--- src/rtl/cursor_ctrl.sv ---
// cursor_ctrl: debounced push-button cursor stepping on a 32x32 cell grid.
// Ports: clk, reset_n, btn_{up,down,left,right,sel} in; cell_col/row,
// top_left_x/y, sel_pulse, moved out.
module cursor_ctrl #(
  parameter int TICK_DIV     = 100000,
  parameter int DB_TICKS     = 10,
  parameter int REPEAT_DELAY = 400,
  parameter int REPEAT_RATE  = 100,
  parameter int GRID_X0      = 0,
  parameter int GRID_Y0      = 0,
  parameter int NCOL         = 20,
  parameter int NROW         = 15,
  parameter int INIT_COL     = 0,
  parameter int INIT_ROW     = 0,
  parameter int WRAP         = 0
) (
  input  logic       clk,
  input  logic       reset_n,
  input  logic       btn_up,
  input  logic       btn_down,
  input  logic       btn_left,
  input  logic       btn_right,
  input  logic       btn_sel,
  output logic [4:0] cell_col,
  output logic [3:0] cell_row,
  output logic [9:0] top_left_x,
  output logic [9:0] top_left_y,
  output logic       sel_pulse,
  output logic       moved
);

  localparam int TW = (TICK_DIV > 1) ? $clog2(TICK_DIV) : 1;
  localparam int DW = $clog2(DB_TICKS + 1);
  localparam int RMAX = (REPEAT_DELAY > REPEAT_RATE) ?
                        REPEAT_DELAY : REPEAT_RATE;
  localparam int RW = $clog2(RMAX + 1);

  localparam logic [TW-1:0] TICK_LAST = TW'(TICK_DIV - 1);
  localparam logic [DW-1:0] DB_LAST   = DW'(DB_TICKS - 1);
  localparam logic [RW-1:0] DLY_LAST  = RW'(REPEAT_DELAY - 1);
  localparam logic [RW-1:0] RATE_LAST = RW'(REPEAT_RATE - 1);
  localparam logic [4:0]    COL_MAX   = 5'(NCOL - 1);
  localparam logic [3:0]    ROW_MAX   = 4'(NROW - 1);

  typedef enum logic [1:0] {IDLE, HOLD, RPT} state_t;
  typedef enum logic [1:0] {D_UP, D_DOWN, D_LEFT, D_RIGHT} dir_t;

  // bit order: {sel, right, left, down, up}
  logic [4:0]    raw, sync1, sync2, db, flip;
  logic [3:0]    dirs;
  logic [DW-1:0] db_cnt [5];
  logic [TW-1:0] tick_cnt;
  logic          tick;

  state_t        state, state_n;
  dir_t          dir, dir_n, sdir;
  logic [RW-1:0] rpt_cnt, rpt_n;
  logic          step;
  logic [4:0]    col_n;
  logic [3:0]    row_n;

  assign raw  = {btn_sel, btn_right, btn_left, btn_down, btn_up};
  assign dirs = db[3:0];
  assign tick = (tick_cnt == TICK_LAST);

  always_ff @(posedge clk or negedge reset_n) begin
    if (!reset_n) begin
      sync1 <= '0;
      sync2 <= '0;
    end else begin
      sync1 <= raw;
      sync2 <= sync1;
    end
  end

  always_ff @(posedge clk or negedge reset_n) begin
    if (!reset_n) tick_cnt <= '0;
    else if (tick) tick_cnt <= '0;
    else tick_cnt <= tick_cnt + 1'b1;
  end

  // flip fires on the tick that completes DB_TICKS of disagreement
  always_comb begin
    flip = '0;
    for (int i = 0; i < 5; i++)
      flip[i] = tick && (sync2[i] != db[i]) && (db_cnt[i] == DB_LAST);
  end

  always_ff @(posedge clk or negedge reset_n) begin
    if (!reset_n) begin
      db <= '0;
      for (int i = 0; i < 5; i++) db_cnt[i] <= '0;
    end else begin
      for (int i = 0; i < 5; i++) begin
        if (sync2[i] == db[i]) begin
          db_cnt[i] <= '0;
        end else if (flip[i]) begin
          db[i]     <= ~db[i];
          db_cnt[i] <= '0;
        end else if (tick) begin
          db_cnt[i] <= db_cnt[i] + 1'b1;
        end
      end
    end
  end

  always_ff @(posedge clk or negedge reset_n) begin
    if (!reset_n) sel_pulse <= 1'b0;
    else sel_pulse <= flip[4] & ~db[4];
  end

  always_ff @(posedge clk or negedge reset_n) begin
    if (!reset_n) begin
      state   <= IDLE;
      dir     <= D_UP;
      rpt_cnt <= '0;
    end else begin
      state   <= state_n;
      dir     <= dir_n;
      rpt_cnt <= rpt_n;
    end
  end

  always_comb begin
    state_n = state;
    dir_n   = dir;
    rpt_n   = rpt_cnt;
    step    = 1'b0;
    sdir    = dir;
    unique case (state)
      IDLE: begin
        if (|dirs) begin
          if (dirs[0]) sdir = D_UP;
          else if (dirs[1]) sdir = D_DOWN;
          else if (dirs[2]) sdir = D_LEFT;
          else sdir = D_RIGHT;
          step    = 1'b1;
          dir_n   = sdir;
          rpt_n   = '0;
          state_n = HOLD;
        end
      end
      HOLD: begin
        if (!dirs[dir]) begin
          state_n = IDLE;
        end else if (tick) begin
          if (rpt_cnt == DLY_LAST) begin
            step    = 1'b1;
            rpt_n   = '0;
            state_n = RPT;
          end else begin
            rpt_n = rpt_cnt + 1'b1;
          end
        end
      end
      RPT: begin
        if (!dirs[dir]) begin
          state_n = IDLE;
        end else if (tick) begin
          if (rpt_cnt == RATE_LAST) begin
            step  = 1'b1;
            rpt_n = '0;
          end else begin
            rpt_n = rpt_cnt + 1'b1;
          end
        end
      end
      default: state_n = IDLE;
    endcase
  end

  // edge handling: clamp keeps the cell, wrap jumps to the far edge
  always_comb begin
    col_n = cell_col;
    row_n = cell_row;
    unique case (sdir)
      D_UP: begin
        if (cell_row != '0) row_n = cell_row - 1'b1;
        else if (WRAP != 0) row_n = ROW_MAX;
      end
      D_DOWN: begin
        if (cell_row != ROW_MAX) row_n = cell_row + 1'b1;
        else if (WRAP != 0) row_n = '0;
      end
      D_LEFT: begin
        if (cell_col != '0) col_n = cell_col - 1'b1;
        else if (WRAP != 0) col_n = COL_MAX;
      end
      D_RIGHT: begin
        if (cell_col != COL_MAX) col_n = cell_col + 1'b1;
        else if (WRAP != 0) col_n = '0;
      end
    endcase
  end

  always_ff @(posedge clk or negedge reset_n) begin
    if (!reset_n) begin
      cell_col <= 5'(INIT_COL);
      cell_row <= 4'(INIT_ROW);
      moved    <= 1'b0;
    end else begin
      moved <= step && ((col_n != cell_col) || (row_n != cell_row));
      if (step) begin
        cell_col <= col_n;
        cell_row <= row_n;
      end
    end
  end

  assign top_left_x = 10'(GRID_X0) + {cell_col, 5'b0};
  assign top_left_y = 10'(GRID_Y0) + {1'b0, cell_row, 5'b0};

endmodule
--- config.mk ---
export PLATFORM = sky130hd
export DESIGN_NAME = cursor_ctrl
export DESIGN_NICKNAME = d
export VERILOG_FILES = /design/src/rtl/cursor_ctrl.sv
export SDC_FILE = /design/constraint.sdc
export NUM_CORES = 1
export LEC_CHECK = 0
export CORE_ASPECT_RATIO = 0.75
export CORE_UTILIZATION = 40
export CTS_BUF_LIST = sky130_fd_sc_hd__clkbuf_8
export CTS_CLUSTER_SIZE = 25
export DETAILED_ROUTE_END_ITERATION = 8
export GPL_ROUTABILITY_DRIVEN = 1
export GPL_TIMING_DRIVEN = 0
export MAX_ROUTING_LAYER = met4
export PLACE_DENSITY = 0.56
export SLEW_MARGIN = 20
export SYNTH_ARGS = -nofsm -noshare
export SYNTH_HDL_FRONTEND = slang
export SYNTH_SLANG_ARGS = --single-unit
--- constraint.sdc ---
create_clock -name clk -period 6.4 [get_ports clk]
set_input_delay 1.6 -clock clk [delete_from_list [all_inputs] [get_ports clk]]
set_output_delay 1.6 -clock clk [all_outputs]
set_load 0.01 [all_outputs]
==> summary.txt, run 1 <==
Outcome
  – Status: finished clean

Die
  – I/O pin total: 38
  – Core Box Area: 10370 µm²
  – Row count: 32
  – Total die area: 11150 µm²
  – Chip height: 91.69 µm
  – Initial Util: 41.37%
  – Chip Width: 121.6 µm

Pwr
  – Peak VDD IR: 0.00007899 V
  – PwrDens: 169.0 nW/µm²
  – Leakage: 2.192 nW

Yosys
  – Largest area contributor in the netlist: dfrtp_1
  – Yosys top cell area share: 44.33%
  – Syn Area/Cell: 9.707 µm²
  – Syn Inst Count: 442
  – Ys flop type: dfrtp_1
  – Register area share after synthesis: 44.33%
  – Synthesized area: 4290 µm²
  – Synth Register Bits: 76
  – Top post-synthesis cells by area: dfrtp_1 (44%), ha_1 (6.4%), buf_4 (3.5%), nand2_1 (3.5%), o21ai_0 (3.5%)
  – Share of flip-flops with an asynchronous set or reset: 100.0%
  – Synth warn: 0
  – EDFF count, synth: 0
  – Netlist cell types: 59

Cells and area
  – Area Overhead vs Synth: 15.46%
  – Final nets: 519
  – FILL cells: 983
  – Commonest cells after routing, fill and taps aside: dfrtp_1 (76), nand2_1 (40), nor2_1 (37), o21ai_0 (30), clkdlybuf4s50_1 (25)
  – Util after Layout: 47.77%
  – Commonest non-fill, non-tap cell in the layout: dfrtp_1
  – Layout cells sized above 1: 11.34%
  – Register Area: 1902 µm²
  – Antenna Cells: 0
  – Multi-input gate area: 2170 µm²

Clock tree
  – Clock sinks: 76
  – Hold buffers post-CTS: 0
  – Post-CTS resize count: 0
  – CTS clk-pin slew, worst paths: 0.08 ns
  – Clock Latency Late Sink: 0.35 ns
  – Max clock buf depth: 2
  – CTS Buf Count: 9
  – CTS tree: yes
  – Root Buffer: clkbuf_8
  – H-Tree Depth: 3
  – Setup Fix Bufs, Post-CTS: 0

Job
  – Max Cap Viol: 0

Setup path
  – Crit end category: output pin
  – CP Class: register to output pin
  – Worst-path fanout max: 8
  – Worst EP required: 4.80 ns
  – Arrival time at the worst endpoint: 1.54 ns
  – Startpoint types: register

Timing
  – RSZ-0062 raised after global routing: false
  – Max Slew Vio Count: 0
  – Crit path time final: 3.142 ns
  – Final period util: 49.09%
  – Worst-margin pin slew: 0.7499 ns
  – Setup violators final: 0
  – Total negative setup slack: 0 ns
  – Slew headroom: 49.63%
  – Max Freq: 0.3183 GHz
  – Hold Vio Cnt, Final: 0
  – Clock skew: 0.006430 ns

Drt
  – Via count: 3260
  – DR pass1 iterations: 4
  – Final WL: 8487 µm
  – Vias per std cell: 5.175
  – DRC violations left: 0
  – DR iter-0 viols: 203
  – Antenna Violating Nets Remaining: 0
  – Drt wl/cell: 13.47 µm

Placement
  – Post-DP HPWL: 5971 µm
  – Routability congestion estimate: 0.7977
  – PortBufs: 26

GRT
  – Global-route wire length before repair: 14870 µm
  – Initial antenna violation count: 0
  – Largest net degree at the start of global routing: 41
  – Grt total ovfl: 0
  – GRT Util Overall: 17.59%
  – Vias in the first global route: 3057

Min path
  – Worst Hold Class: register to register
[cells by family (layout without fill, tap and decap cells)]
group | after synthesis | after routing | synth area share [%]
flip-flops | 76 | 76 | 44.33
AO/OA/AOI/OAI | 93 | 93 | 13.97
buffers and inverters | 48 | 90 | 6.182
multiplexers | 9 | 9 | 2.683
XOR/XNOR | 23 | 23 | 4.695
AND/OR/NAND/NOR | 170 | 170 | 21.64
other | 1 | 11 | 0.08741
adder cells (fa/ha/maj) | 22 | 22 | 6.416
[worst paths after layout]
path                            cells after the start                    start                      end  slack [ns]
worst max register to register                     11     state[1]$_DFFE_PN0P_  cell_row[2]$_DFFE_PN0P_        3.73
max in group asynchronous                           2                  reset_n  cell_col[0]$_DFFE_PN0P_        4.61
worst min register to register                      0       sync1[3]$_DFF_PN0_       sync2[3]$_DFF_PN0_        0.35
worst max-delay path                                2  cell_row[0]$_DFFE_PN0P_            top_left_y[5]        3.26
worst min-delay path                                0       sync1[3]$_DFF_PN0_       sync2[3]$_DFF_PN0_        0.35
min in group asynchronous                           1                  reset_n       sync1[4]$_DFF_PN0_        1.20
[synthesized netlist by cell type (all sizes together), types with 4 or more instances]
cell and instances:
inv 15, nand4 5, nand3 19, a21oi 23
nand2b 7, ha 22, nor3 17, a41oi 4
nand2 40, xor2 6, nor4 4, buf 25
and2 4, o31ai 5, nor2 37, dfrtp 76
mux2 7, clkbuf 8, and3 8, o21ai 32
xnor2 17, nor3b 5, nand4b 5
[state kept, by name, indices dropped and copies added (netlist names)]
signal,flops
cell_col,5
tick_cnt,17
sync1,5
cell_row,4
sync2,5
db,5
state,2
db_cnt,20
moved,1
rpt_cnt,9
dir,2
sel_pulse,1
[critical path, cell delays in order, from the launching register on]
cell and delay [ns]:
dfrtp_1 0.50, buf_4 0.16, clkdlybuf4s50_1 0.52
[per-stage QoR]
stage | area, µm² | hold WS (ns) | worst slack, ns | std cells | total power [mW]
final | 4954 | 0.3542 | 3.258 | 630 | 0.8370
after detailed placement | 4785 | 0.3358 | 3.648 | 615 | 0.5205
after CTS | 4954 | 0.3546 | 3.235 | 630 | 0.8562
after global placement | 4758 | 0.3330 | 0.9424 | 614 | 0.5189
after global routing | 4954 | 0.3553 | 3.168 | 630 | 0.8774
after floorplan | 4328 | 0.3312 | 4.157 | 452 | 0.5040
[per-layer routing]
layer  global-route usage [%]  share of wire [%]  routed length, µm  up-vias
li1                         -                  -                  -     1638
met1                    24.05                 50               4261     1547
met2                    25.05                 44               3694       64
met3                    5.100                4.9                416       11
met4                    5.350                1.3                114        0
met5                        -                  0                  0        -
[final cells by class]
cell class | instances | area share [%]
clock buffers | 11 | 3.056
clock inverters | 4 | 0.3536
plain buffers | 33 | 4.218
multi-input cells | 328 | 43.80
repair buffers | 27 | 5.607
inverters | 15 | 1.137
flip-flops and latches | 76 | 38.39
well taps | 136 | 3.435
[power by group]
group          switching, mW  leakage (nW)  total [mW]  internal (mW)
registers            0.00184          1.02       0.485          0.483
logic                 0.0154          1.07      0.0251        0.00970
clock network          0.171        0.0976       0.327          0.156
(Power assumes the default switching activity.)
==> run 2, diff against run 1 <==
==> constraint.sdc (replaced) <==
create_clock -name clk -period 3 [get_ports clk]
set_input_delay 0.75 -clock clk [delete_from_list [all_inputs] [get_ports clk]]
set_output_delay 0.75 -clock clk [all_outputs]
set_load 0.01 [all_outputs]
==> run 2 against run 1 <==
Effect of this change:
- clock power grew 110%
- first-iteration DRC count shrank 14%
- via count is essentially flat
- worst hold slack is essentially flat
- final area grew 0.13%
- critical path type is now register to register
==> summary.txt, run 2 (synthesis gave the netlist of run 1 again) <==
Outcome
  – Status: finished clean

Cells and area
  – Non-Filler Instances: 630
  – FILL cells: 982
  – Util after Layout: 47.83%
  – Layout cells sized above 1: 11.54%
  – Area Overhead vs Synth: 15.60%
  – Largest regs: db_cnt x20, tick_cnt x17, rpt_cnt x9
  – Final nets: 519
  – Commonest non-fill, non-tap cell in the layout: dfrtp_1
  – Max reg flops: 20
  – Commonest cells after routing, fill and taps aside: dfrtp_1 (76), nand2_1 (40), nor2_1 (37), o21ai_0 (30), clkdlybuf4s50_1 (25)
  – Antenna Cells: 0
  – Post-route cell area: 4960 µm²
  – Reg with most FFs: db_cnt

Timing
  – Setup violators final: 0
  – Max Freq: 0.3871 GHz
  – Setup ws final: 0.4169 ns
  – Hold Vio Cnt, Final: 0
  – Max Slew Vio Count: 0
  – Final period util: 86.10%
  – RSZ-0062 raised after global routing: false
  – Clock skew: 0.006414 ns
  – Worst-margin pin slew: 0.7521 ns
  – Crit path time final: 2.583 ns
  – Slew headroom: 49.48%
  – Worst hold slack: 0.3542 ns
  – Total negative setup slack: 0 ns

Setup path
  – Startpoint types: register
  – Crit end category: register
  – Worst EP required: 3.22 ns
  – CP Class: register to register
  – Arrival time at the worst endpoint: 2.81 ns
  – R2R setup slack: 0.42 ns
  – Worst-path fanout max: 10

Drt
  – Antenna Violating Nets Remaining: 0
  – Final WL: 8489 µm
  – DR iter-0 viols: 174
  – DR pass1 iterations: 4
  – Via count: 3259
  – Drt wl/cell: 13.47 µm
  – DRC violations left: 0
  – Vias per std cell: 5.173

GRT
  – Vias in the first global route: 3057
  – GRT Util Overall: 17.59%
  – Largest net degree at the start of global routing: 41
  – Initial antenna violation count: 0
  – Global-route wire length before repair: 14870 µm
  – Grt total ovfl: 0

Placement
  – Dpl cell area: 4785 µm²
  – Placed cells: 615
  – Post-DP HPWL: 5971 µm
  – Setup WS pre-CTS: 0.3472 ns
  – Routability congestion estimate: 0.7977
  – PortBufs: 26

Clock tree
  – Max clock buf depth: 2
  – H-Tree Depth: 3
  – Clock sinks: 76
  – Root Buffer: clkbuf_8
  – Hold buffers post-CTS: 0
  – CTS tree: yes
  – CTS clk-pin slew, worst paths: 0.08 ns
  – Clock Latency Late Sink: 0.35 ns
  – CTS Buf Count: 9

Die
  – Chip height: 91.69 µm
  – Row count: 32
  – Total die area: 11150 µm²
  – Core Box Area: 10370 µm²
  – I/O pin total: 38
  – Initial Util: 41.37%
  – Chip Width: 121.6 µm

Pwr
  – Total power: 1.784 mW
  – Leakage: 2.192 nW
  – Peak VDD IR: 0.0001660 V
  – PwrDens: 359.6 nW/µm²

Job
  – Max Cap Viol: 0

Min path
  – Worst Hold Class: register to register
## run 2: cell count changes in the layout (fill, tap and decap cells not counted)
cell and change:
o221ai_2 +1, o221ai_1 -1
## run 2: report_power, final
part,total (mW),switching [mW],internal [mW]
registers,1.03,0.00392,1.03
logic,0.0535,0.0328,0.0207
clock network,0.696,0.363,0.333
## run 2: area by class of cell
cell class                 instances  area (µm²)  area share (%)
buffer                            33       209.0           4.213
clock buffer                      11       151.4           3.052
clock inverter                     4       17.52          0.3532
inverter                          15       56.30           1.135
multi-input combinational        328        2176           43.87
sequential                        76        1902           38.35
tap                              136       170.2           3.431
timing repair buffer              27       277.8           5.600
## run 2: routing by layer
layer / track usage [%] / share of wire [%]
met5: - / 0
met2: 25.05 / 44
met3: 5.100 / 4.5
met1: 24.05 / 51
met4: 5.350 / 1.2
## run 2: final timing paths
check	from	depth (start not counted)	end
worst min-delay path	sync1[3]$_DFF_PN0_	0	sync2[3]$_DFF_PN0_
worst max-delay path	tick_cnt[0]$_DFF_PN0_	9	db_cnt[6]$_DFFE_PN0P_
max in group asynchronous	reset_n	2	cell_col[0]$_DFFE_PN0P_
worst min register to register	sync1[3]$_DFF_PN0_	0	sync2[3]$_DFF_PN0_
min in group asynchronous	reset_n	1	sync1[4]$_DFF_PN0_
worst max register to register	tick_cnt[0]$_DFF_PN0_	9	db_cnt[6]$_DFFE_PN0P_
## run 2: what timing repair did
action / 4_1_cts / 5_1_grt
setup buffers: 0 / 0
endpoints found under the setup margin: 0 / 1
resized for setup: 0 / 1
## run 2: worst max-delay path: stages, from the launching register on
cell      delay (ns)
dfrtp_1         0.40
ha_1            0.22
and4_1          0.19
buf_2           0.18
and4_1          0.27
clkbuf_1        0.47
buf_1           0.48
nand2_1         0.11
nand2_1         0.08
a21oi_1         0.06
